<file path="src/rtl/clk_sel_ctrl.sv">
// Sequencer for the div2/4/8/16 clock selector: gates the output clock, swaps the select
// while gated, and ungates on the phase boundary shared by every divided clock.
`timescale 1ns/1ps
module clk_sel_ctrl #(
  parameter int unsigned GATE_CYCLES = 2,
  parameter logic [1:0]  RESET_SEL   = 2'b00
) (
  input  logic       pclk,
  input  logic       presetn,
  input  logic       req_valid_i,
  input  logic [1:0] req_sel_i,
  output logic       req_ready_o,
  input  logic       lock_i,
  output logic [1:0] sel_out_o,
  output logic       clk_en_o,
  output logic       busy_o,
  output logic       done_o,
  output logic       err_o
);

  localparam logic [3:0] HoldLast = 4'(GATE_CYCLES - 1);

  typedef enum logic [1:0] {StIdle, StWaitOff, StGated, StWaitOn} state_e;

  state_e     state_q, state_d;
  logic [3:0] cnt_q;
  logic [3:0] hold_q, hold_d;
  logic [1:0] tgt_q, tgt_d;
  logic [1:0] sel_q, sel_d;
  logic       clk_en_q, clk_en_d;
  logic       done_q, done_d;
  logic       err_q, err_d;
  logic       bnd;

  // Mirrors the divider chain phase; cnt == 15 is the common rising boundary.
  always_ff @(posedge pclk or negedge presetn) begin
    if (!presetn) begin
      cnt_q <= 4'h0;
    end else begin
      cnt_q <= cnt_q + 4'h1;
    end
  end

  assign bnd = (cnt_q == 4'hF);

  always_ff @(posedge pclk or negedge presetn) begin
    if (!presetn) begin
      state_q  <= StIdle;
      hold_q   <= 4'h0;
      tgt_q    <= RESET_SEL;
      sel_q    <= RESET_SEL;
      clk_en_q <= 1'b1;
      done_q   <= 1'b0;
      err_q    <= 1'b0;
    end else begin
      state_q  <= state_d;
      hold_q   <= hold_d;
      tgt_q    <= tgt_d;
      sel_q    <= sel_d;
      clk_en_q <= clk_en_d;
      done_q   <= done_d;
      err_q    <= err_d;
    end
  end

  always_comb begin
    state_d  = state_q;
    hold_d   = hold_q;
    tgt_d    = tgt_q;
    sel_d    = sel_q;
    clk_en_d = clk_en_q;
    done_d   = 1'b0;
    err_d    = 1'b0;
    unique case (state_q)
      StIdle: begin
        if (req_valid_i) begin
          if (lock_i) begin
            err_d = 1'b1;
          end else if (req_sel_i == sel_q) begin
            done_d = 1'b1;
          end else begin
            tgt_d   = req_sel_i;
            state_d = StWaitOff;
          end
        end
      end
      StWaitOff: begin
        if (bnd) begin
          clk_en_d = 1'b0;
          hold_d   = 4'h0;
          state_d  = StGated;
        end
      end
      StGated: begin
        hold_d = hold_q + 4'h1;
        if (hold_q == HoldLast) begin
          sel_d   = tgt_q;
          state_d = StWaitOn;
        end
      end
      StWaitOn: begin
        if (bnd) begin
          clk_en_d = 1'b1;
          done_d   = 1'b1;
          state_d  = StIdle;
        end
      end
      default: state_d = StIdle;
    endcase
  end

  assign req_ready_o = (state_q == StIdle);
  assign busy_o      = ~req_ready_o;
  assign sel_out_o   = sel_q;
  assign clk_en_o    = clk_en_q;
  assign done_o      = done_q;
  assign err_o       = err_q;

`ifndef SYNTHESIS
  a_done_err_excl: assert property (@(posedge pclk) disable iff (!presetn) !(done_o && err_o));
`endif

endmodule

</file>
<file path="config.mk">
export PLATFORM = sky130hd
export DESIGN_NAME = clk_sel_ctrl
export DESIGN_NICKNAME = d
export VERILOG_FILES = /design/src/rtl/clk_sel_ctrl.sv
export SDC_FILE = /design/constraint.sdc
export NUM_CORES = 1
export LEC_CHECK = 0
export ABC_AREA = 1
export ABC_CLOCK_PERIOD_IN_PS = 2250
export CAP_MARGIN = 10
export CORE_ASPECT_RATIO = 1.2
export CORE_MARGIN = 4
export CORE_UTILIZATION = 56
export DETAILED_ROUTE_END_ITERATION = 7
export PLACE_DENSITY = 0.82
export SYNTH_ARGS = -nofsm -noshare
export SYNTH_HDL_FRONTEND = slang
export SYNTH_SLANG_ARGS = --single-unit
</file>
<file path="constraint.sdc">
create_clock -name pclk -period 2.25 [get_ports pclk]
set_input_delay 0.3375 -clock pclk [delete_from_list [all_inputs] [get_ports pclk]]
set_output_delay 0.3375 -clock pclk [all_outputs]
set_load 0.02 [all_outputs]
</file>
==> flow_metrics.py <==
metrics = {
    "grt": {
        "grt_usage_pct": 15.8,
        "grt_max_degree": 18,
        "overflow": 0,
        "antenna_found_initial": 0,
        "grt_pass1_wl_um": 2640,
        "grt_pass1_vias": 644,
    },
    "critical_path": {
        "worstSetupEndpointType": "primary output",
        "critPathArrivalTime_ns": 1.69,
        "worstReg2RegStart": "state_q[0]",
        "path_max_fanout": 5,
        "path_class": "register to primary output",
        "crit_slowest_cell": "clkdlybuf4s50_1",
        "crit_path_start_kind": "register",
        "required_ns": 1.91,
        "timing.critical_path.from": "state_q[0]",
        "path_cells": "inv_1, ha_1, clkdlybuf4s50_1",
        "crit_buf_inv": 2,
        "crit_family": "buffers and inverters",
        "critical-path-max-stage-delay_ns": 0.64,
    },
    "hold_path": {
        "worstHoldStart": "clk_en_o",
        "hold_path_class": "register to register",
    },
    "die": {
        "io-pin-count": 13,
        "std_cell_rows": 15,
        "dieArea_um2": 2300,
        "start_util_pct": 60.3,
        "die_h_um": 51.8,
        "core_um2": 1480,
        "die_w_um": 44.5,
    },
    "timing": {
        "setup-violations-final": 0,
        "rsz0062_at_grt": "no",
        "clock.fmax_mhz": 494,
        "finalMaxSlewViolations": 0,
        "hold_viol": 0,
        "setup_tns_ns": 0,
        "worst_pin_slew_ns": 0.720,
        "skew_ns": 0.000847,
        "post-route-period-util_pct": 89.9,
        "relSlewSlack_pct": 51.8,
        "fin_crit_ns": 2.02,
        "layout_setup_ws_ns": 0.226,
    },
    "yosys": {
        "synth_top_family_by_area": "simple AND/OR/NAND/NOR gates",
        "synth_ff_type": "dfrtp_1",
        "synth.area.top_cells": "dfrtp_1 45%, nand2_1 14%, ha_1 9.8%",
        "yosysWarnings": 0,
        "syn_nets": 120,
        "synth_edf_count": 0,
        "yosys.area_share.simple_pct": 25.7,
        "syn_avg_cell_area_um2": 8.36,
        "synthDistinctLibCells": 17,
        "synth_area_leader_cell": "dfrtp_1",
        "syn-cell-area_um2": 895,
        "syn_inst": 107,
        "synth_fa_ha_area_share_pct": 9.79,
        "synth_most_common_cell": "nand2_1",
        "synth-async-reset-ratio_pct": 100,
        "synthXorXnorAreaFrac_pct": 2.94,
        "synth_compound_area_share_pct": 5.45,
        "ys_seq_elements": 17,
        "ys_top_cells_by_count": "33 x nand2_1, 17 x inv_1, 16 x dfrtp_1",
        "synth_top_area_share_pct": 44.8,
        "synth_mux_area_share_pct": 0,
        "ys_seq_area_share_pct": 47.7,
    },
    "cells_and_area": {
        "final_nets": 137,
        "fin_util_pct": 71.8,
        "instances_no_fill": 140,
        "layout-drive-gt1-share_pct": 11.4,
        "n_antenna_cell": 0,
        "area_growth_pct": 19.0,
    },
    "route": {
        "vias_per_cell": 4.84,
        "detail_route.iter0.violations": 13,
        "drc": 0,
        "firstDrtPassIters": 5,
        "num_vias": 677,
        "wl_per_cell_um": 11.1,
        "ant_nets": 0,
        "routed_wl_um": 1550,
    },
    "power_and_ir_drop": {
        "ir_drop_v": 0.000840,
        "p_per_area_nw_per_um2": 1110,
        "p_leak_nw": 0.564,
        "totalPowerFinal_mw": 1.19,
    },
    "clock_tree": {
        "cts_buffer_depth": 2,
        "clock_latency_ns": 0.28,
        "h-tree-depth": 1,
        "cts_made_buffers": 3,
        "cts_tree": "done",
        "clkTransAtPathRegs_ns": 0.09,
        "root_buffer": "clkbuf_4",
        "clock_sinks": 17,
    },
    "placement": {
        "hpwlAfterDp_um": 1200,
        "dp_slack_ns": 0.426,
        "gp_congestion": 0.858,
        "portBuffers": 12,
        "place_inst": 136,
    },
    "outcome": {
        "status": "finished, final reports clean",
    },
    "run": {
        "max_cap_viol_count": 0,
    },
}
layer usage:
metal	share of wire, %	track usage (%)	up-vias
met1	46	19.6	306
met2	49	25.6	10
met5	0	0	-
li1	-	-	359
met4	0.84	9.05	0
met3	3.9	2.08	2
worst reg2reg max path, delay by kind of cell, from the launching register on:
kind	cells	cell delay, ns
AND/OR/NAND/NOR	4	0.22
flip-flops	1	0.40
adder cells (fa/ha/maj)	1	0.26
AO/OA/AOI/OAI	1	0.26
buffers and inverters	2	0.18
cells by family (layout without fill, tap and decap cells):
group	Yosys count	after routing
AO/OA/AOI/OAI	9	9
XOR/XNOR	3	3
adder cells (fa/ha/maj)	7	7
AND/OR/NAND/NOR	51	51
flip-flops	17	17
buffers and inverters	20	36
metrics by stage:
step	hold slack (ns)	cell area (um2)
3_3_place_gp	0.434	1040
6_report	0.467	1060
5_1_grt	0.480	1060
4_1_cts	0.468	1060
3_5_place_dp	0.453	1040
2_1_floorplan	0.0419	895
area by class of cell:
class | count | area, um2
multi-input cells | 70 | 393
fillers | 117 | 418
repair buffers | 12 | 123
clock buffers | 4 | 26.3
inverters | 20 | 75.1
flip-flops and latches | 17 | 427
well taps | 17 | 21.3
power breakdown:
part | switching, mW | internal (mW) | leakage, nW | total (mW)
Combinational | 0.345 | 0.228 | 0.329 | 0.572
Clock | 0.0873 | 0.0687 | 0.0150 | 0.156
Sequential | 0.0657 | 0.391 | 0.220 | 0.457
Total | 0.498 | 0.687 | 0.564 | 1.19
registers in the layout (all words and copies together), names as in the netlist:
name	flops
clk_en_o	1
cnt_q	4
done_o	1
err_o	1
hold_q	4
sel_out_o	2
state_q	2
tgt_q	2
cell usage in the layout, fill, tap and decap left out, drive strengths merged:
master / Yosys / final
a21oi: 2 / 2
clkbuf: 0 / 4
clkdlybuf4s50: 0 / 11
dfrtp: 16 / 16
dfstp: 1 / 1
dlymetal6s2s: 0 / 1
ha: 7 / 7
inv: 20 / 20
nand2: 36 / 36
nand3: 7 / 7
nand4: 3 / 3
nor2: 5 / 5
o21ai: 7 / 7
xor2: 3 / 3
path summary, 6_finish.rpt:
kind,depth (start not counted),slack (ns),endpoint
max,3,0.23,req_ready_o
min,2,0.47,clk_en_o
max reg2reg,8,0.82,hold_q[1]
min reg2reg,2,0.47,clk_en_o
max in group asynchronous,1,1.32,state_q[0]
min in group asynchronous,1,0.48,tgt_q[0]
what timing repair did:
item,4_1_cts,5_1_grt
setup endpoints to repair,0,1
hold buffers,0,0
buffers inserted,0,0
resized for setup,0,1
Note: power is estimated with default switching activity, not from simulation.
